## src/rtl/alu_op_sequencer.sv

```systemverilog
// Fetch/execute control sequencer for a single-bus ALU datapath (T0..T5 Moore FSM).
// Define MEM_WAIT_EN to stall T1 until mem_ready; default build ignores mem_ready.
module alu_op_sequencer #(
  parameter int NUM_REGS = 16,
  parameter int OPCODE_W = 5
) (
  input  logic                clock,
  input  logic                clear,
  input  logic                start,
  input  logic                mem_ready,
  input  logic [31:0]         bus_data,
  output logic                busy,
  output logic                done,
  output logic                illegal,
  output logic                pc_out,
  output logic                mar_in,
  output logic                inc_pc,
  output logic                pc_in,
  output logic                md_read,
  output logic                mdr_in,
  output logic                mdr_out,
  output logic                ir_in,
  output logic                y_in,
  output logic                zlow_in,
  output logic                zlow_out,
  output logic [NUM_REGS-1:0] reg_out,
  output logic [NUM_REGS-1:0] reg_in,
  output logic [OPCODE_W-1:0] alu_op
);

  typedef enum logic [2:0] {
    IDLE, T0, T1, T2, T3, T4, T5
  } state_t;

  state_t state_q, state_d;
  logic [4:0] opcode_q;
  logic [3:0] ra_q, rb_q, rc_q;
  logic       fields_ok;
  logic       unused;

  assign unused = ^bus_data[14:0];

  assign fields_ok = (opcode_q >= 5'd3) && (opcode_q <= 5'd11)
                  && ({1'b0, ra_q} < 5'(NUM_REGS))
                  && ({1'b0, rb_q} < 5'(NUM_REGS))
                  && ({1'b0, rc_q} < 5'(NUM_REGS));

`ifdef MEM_WAIT_EN
  // Set while T1 is being held, so the one-shot strobes fire only once.
  logic t1_wait_q;

  always_ff @(posedge clock or posedge clear) begin
    if (clear) begin
      t1_wait_q <= 1'b0;
    end else begin
      t1_wait_q <= (state_q == T1) && (state_d == T1);
    end
  end
`else
  logic unused_ready;
  assign unused_ready = mem_ready;
`endif

  always_ff @(posedge clock or posedge clear) begin
    if (clear) begin
      state_q  <= IDLE;
      opcode_q <= '0;
      ra_q     <= '0;
      rb_q     <= '0;
      rc_q     <= '0;
    end else begin
      state_q <= state_d;
      if (state_q == T2) begin
        opcode_q <= bus_data[31:27];
        ra_q     <= bus_data[26:23];
        rb_q     <= bus_data[22:19];
        rc_q     <= bus_data[18:15];
      end
    end
  end

  always_comb begin
    state_d  = state_q;
    done     = 1'b0;
    illegal  = 1'b0;
    pc_out   = 1'b0;
    mar_in   = 1'b0;
    inc_pc   = 1'b0;
    pc_in    = 1'b0;
    md_read  = 1'b0;
    mdr_in   = 1'b0;
    mdr_out  = 1'b0;
    ir_in    = 1'b0;
    y_in     = 1'b0;
    zlow_in  = 1'b0;
    zlow_out = 1'b0;
    reg_out  = '0;
    reg_in   = '0;
    alu_op   = '0;
    unique case (state_q)
      IDLE: begin
        if (start) state_d = T0;
      end
      T0: begin
        pc_out  = 1'b1;
        mar_in  = 1'b1;
        inc_pc  = 1'b1;
        zlow_in = 1'b1;
        state_d = T1;
      end
      T1: begin
        md_read = 1'b1;
        mdr_in  = 1'b1;
`ifdef MEM_WAIT_EN
        zlow_out = !t1_wait_q;
        pc_in    = !t1_wait_q;
        if (mem_ready) state_d = T2;
`else
        zlow_out = 1'b1;
        pc_in    = 1'b1;
        state_d  = T2;
`endif
      end
      T2: begin
        mdr_out = 1'b1;
        ir_in   = 1'b1;
        state_d = T3;
      end
      T3: begin
        if (!fields_ok) begin
          illegal = 1'b1;
          state_d = IDLE;
        end else begin
          reg_out = NUM_REGS'(1) << rb_q;
          y_in    = 1'b1;
          state_d = T4;
        end
      end
      T4: begin
        reg_out = NUM_REGS'(1) << rc_q;
        alu_op  = OPCODE_W'(opcode_q);
        zlow_in = 1'b1;
        state_d = T5;
      end
      T5: begin
        zlow_out = 1'b1;
        reg_in   = NUM_REGS'(1) << ra_q;
        done     = 1'b1;
        state_d  = IDLE;
      end
      default: state_d = IDLE;
    endcase
  end

  assign busy = (state_q != IDLE);

endmodule

```

## config.mk

```make
export PLATFORM = sky130hd
export DESIGN_NAME = alu_op_sequencer
export DESIGN_NICKNAME = d
export VERILOG_FILES = /design/src/rtl/alu_op_sequencer.sv
export SDC_FILE = /design/constraint.sdc
export NUM_CORES = 1
export LEC_CHECK = 0
export ABC_AREA = 1
export BUFFER_PORTS_ARGS = -buffer_cell sky130_fd_sc_hd__buf_2
export CAP_MARGIN = 5
export CORE_AREA = 4 4 61 63
export DETAILED_ROUTE_END_ITERATION = 12
export DIE_AREA = 0 0 65 67
export MAX_ROUTING_LAYER = met4
export PLACE_DENSITY = 0.83
export SYNTH_ARGS = -nofsm -noshare
export SYNTH_HDL_FRONTEND = slang
export SYNTH_SLANG_ARGS = --single-unit
```

## constraint.sdc

```tcl
create_clock -name clock -period 3.3 [get_ports clock]
set_input_delay 0.495 -clock clock [delete_from_list [all_inputs] [get_ports clock]]
set_output_delay 0.495 -clock clock [all_outputs]
set_load 0.01 [all_outputs]
```

; ---- After elaboration in Yosys (flattened, before gate mapping)
; Index checks and enable logic that the tools add are counted.
[word_totals]
register_bits = 20
output_inout_bits = 51
[classes]
n_lt_le_gt_ge = 2
n_eq_ne = 7
shifts = 3
n_mux = 17
reduce_logical = 5
[ops]
columns = op, n
row1 = $shl 1x4->16 const A, 3
row2 = $mux 16, 2
row3 = $pmux 16 s2, 1
row4 = $pmux 3 s6, 1
row5 = $mux 1, 10
row6 = $eq 3x3->1 const B, 3
row7 = $eq 3x2->1 const B, 2
row8 = $mux 3, 2
row9 = $ge 5x2->1 const B, 1
row10 = $le 5x4->1 const B, 1
row11 = $mux 5, 1
row12 = $reduce_or 2->1, 2
row13 = $eq 3x1->1 const B, 1
row14 = $logic_not 3->1, 1
row15 = $reduce_bool 3->1, 1
row16 = $ne 2x2->1 const B, 1
row17 = $logic_and 1x1->1, 1

; ---- Longest topological paths before layout
[depth]
word_depth = 4
ltp_mapped = 6

; ---- Least setup slack after synthesis
; Ideal clock, no wire load.
[synth_timing]
kind = flip-flop to output port
from = register state_q[0]
to = output port reg_in[0]
arrival_time_ps = 1261
required_ps = 2805
slack_ps = 1544
stages_incl_launch_ff = 6
path_cell_list = dfrtp_1 > inv_1 > nand2_1 > nor2_1 > nand2_1 > nor2_1
[synth_between]
elab_chain_len = 2
[synth_rtl]
columns = element, line
row1 = start: declaration, 35  ; state_t state_q, state_d;
row2 = start signal: assignment, 72  ; state_q <= state_d;
row3 = $eq 3x3->1, 100  ; unique case (state_q)
row4 = $mux 16, 100
row5 = end: declaration, 27  ; output logic [NUM_REGS-1:0] reg_in,
; Every way passes these cells.

; ---- Final worst setup path
[layout_timing]
from = register state_q[2]
to = output port reg_out[7]
[layout_between]
elab_chain_len = 2
word_cells_on_any_way = 3
[layout_rtl]
columns = element, line
row1 = $eq 3x3->1, 100
row2 = $pmux 16 s2 *, 100
row3 = end: declaration, 26  ; output logic [NUM_REGS-1:0] reg_out,
; Every way passes the cells marked *; elsewhere a longest branch is shown, timed or not.

==> run metrics <==
FF/Latch Area=500 um2; Final Non-Filler Cells=just over 300; initial antenna violation count=0; IO Count=just under 90; die area=between 4000 and 5000 um2; Seq cells post-synth=20; Critical Path RT=~2800 ps; top cells by area, synth=dfrtp_1 35%, nand2_1 10%, nor2_1 7.1%, nand4_1 7.0%, o21ai_0 6.3%; Wirelength per Cell=~11 um; Final setup viols=0; I/O Buffers=70; Rows=21; fin crit period=between 2000 and 2500 ps; CTS tree=yes; Seq pwr share=0.390; Tcrit/Tclk final=0.675; Syn Inst Count=between 200 and 250; vias in the first global route=between 1000 and 1500; Netlist cell types=22; Post-Route WL=3.54 mm; synthesized area per cell=7.01 um2; Final Core Density=0.550; first-pass GRT wire length=5.76 mm; P&R area growth vs syn=24.9%; via count=roughly 1500; Cell Pwr Density=~750 nW/um2; Synth top area share=0.351; Clk pwr share=0.106; GP Congestion=around 0.83; Tightest Hold Check Type=input port to asynchronous set/reset pin; Mapped Nets=239; CTS Buffer Depth=2; Yosys warnings=0; # nets final=301; Die Span X=about 65 um; CTS Sinks=20; postcts setup bufs=0; Final Hold Fails=0; outcome=finished, final reports clean; Iter 0 DRT Violations=48; Max Slew Vio Count=0; leakage=between 0.9 and 1 nW; # placed instances=just over 300; max cap viols=0; footprint of the multi-input gates=736 um2; largest net degree at the start of global routing=37; skew final=slightly above 5 ps; Sw Ratio=0.512; Tot GR Track Use=0.172; Clock transition at path regs=between 100 and 150 ps; Worst Tran Pin Value=approximately 740 ps; Max IR drop VDD=around 0.42 mV; Initial Util=0.441; post-cts hold buffer count=0; Core Area=roughly 3200 um2; combinational fraction of design power=0.503; Critical Path Source Type=flip-flop; post-synthesis sequential area ratio=0.351; fill count=344; Final HPWL DP=2.83 mm; critical path capture point type=output pin; maximum clock frequency=approximately 450 MHz; Switch Pwr=about 0.68 mW; DRC viols=0; RSZ-0062 raised after global routing=no; Die H=roughly 67 um; Post-Syn Area=between 1000 and 1500 um2; crit path max fanout=19; DRT Pass-1 Iters=4; total CTS buffers=3; # resized after CTS=0; n_diodes=0; vias per cell=4.94; Root Driver=clkbuf_4; Setup Crit Path Kind=flip-flop to output pin; Worst Path Arrival=between 1500 and 2000 ps; Synth area leader=dfrtp_1; worst rel slew slack=0.506; Cell Int Power=0.647 mW; clock latency on the worst-skew pair=290 ps; setup TNS=0 ps; total grt overflow=0; remaining antenna violation count=0; htree depth=1; share of layout cells above drive strength 1=0.341
==> critical path: stages (launching register included) <==
cell     delay, ps
dfrtp_1        520
nand2_2        110
nor2_4         140
nand3_4        220
o21ai_0        280
buf_2          180
==> power by group through the flow <==
| stage | sequential [mW] | combinational [mW] | clock, mW |
|---|---|---|---|
| after floorplan | 0.452 | 0.603 | 0 |
| after global placement | 0.513 | 0.651 | 0 |
| after detailed placement | 0.518 | 0.671 | 0 |
| after CTS | 0.514 | 0.673 | 0.146 |
| after global routing | 0.534 | 0.765 | 0.155 |
| final | 0.517 | 0.667 | 0.141 |
==> sequential cells by signal (all words and copies together), names as in the netlist <==
signal	flops
opcode_q	5
state_q	3
ra_q	4
rb_q	4
rc_q	4
==> kinds of logic (layout without fill, tap and decap cells) <==
logic type,count (synthesis),count (layout),synth area share
AOI/OAI and AO/OA,37,37,0.153
and+or+nand+nor,107,107,0.364
DFF,20,20,0.351
buffers and inverters,39,100,0.132
==> Yosys cell counts, drive strengths merged <==
cell type,n
nand2,41
o21ai,34
nor2,31
inv,22
dfrtp,20
nand4,16
buf,13
nand3,11
nor3,8
clkinv,4
a21oi,2
a21boi,1
==> cell type report <==
cell class	count	share of cell area
Clock buffer	4	0.0204
Timing Repair Buffer	70	0.197
Inverter	26	0.0549
Multi-Input combinational cell	144	0.414
Tap cell	46	0.0324
Sequential cell	20	0.281
==> through the flow <==
| step | area (um2) | setup slack [ps] | power (mW) | hold WS, ps |
|---|---|---|---|---|
| detailed placement | 1740 | 1410 | 1.19 | 537 |
| finish | 1780 | 1070 | 1.33 | 305 |
| floorplan | 1420 | 1540 | 1.06 | 459 |
| global route | 1780 | 940 | 1.45 | 373 |
| CTS | 1780 | 1060 | 1.33 | 325 |
| global placement | 1740 | 1440 | 1.16 | 530 |
==> layout by cell type, fill, tap and decap left out, drive strengths merged <==
cell,Yosys,routed
a21boi,1,1
a21oi,2,2
buf,13,70
clkbuf,0,4
clkinv,4,4
dfrtp,20,20
inv,22,22
nand2,41,41
nand3,11,11
nand4,16,16
nor2,31,31
nor3,8,8
o21ai,34,34
==> routing by layer <==
metal / up-vias / share of wire / track usage
met5: - / 0 / -
met4: 0 / 0.011 / 0.0501
met3: 4 / 0.043 / 0.0236
met2: 37 / 0.51 / 0.314
met1: 701 / 0.43 / 0.197
li1: 788 / - / -
==> final timing paths <==
path	startpoint	endpoint	slack [ps]	cells past startpoint
setup / recovery	state_q[2]$_DFFE_PP0P_	reg_out[7]	1070	5
hold / removal	clear	rc_q[2]$_DFFE_PP0P_	300	2
setup reg to reg	state_q[2]$_DFFE_PP0P_	rc_q[0]$_DFFE_PP0P_	1910	4
hold reg to reg	opcode_q[1]$_DFFE_PP0P_	opcode_q[1]$_DFFE_PP0P_	560	2
max in group asynchronous	clear	opcode_q[4]$_DFFE_PP0P_	2530	2
min in group clock	bus_data[20]	rb_q[1]$_DFFE_PP0P_	390	3
Note: power is estimated with default switching activity, not from simulation.
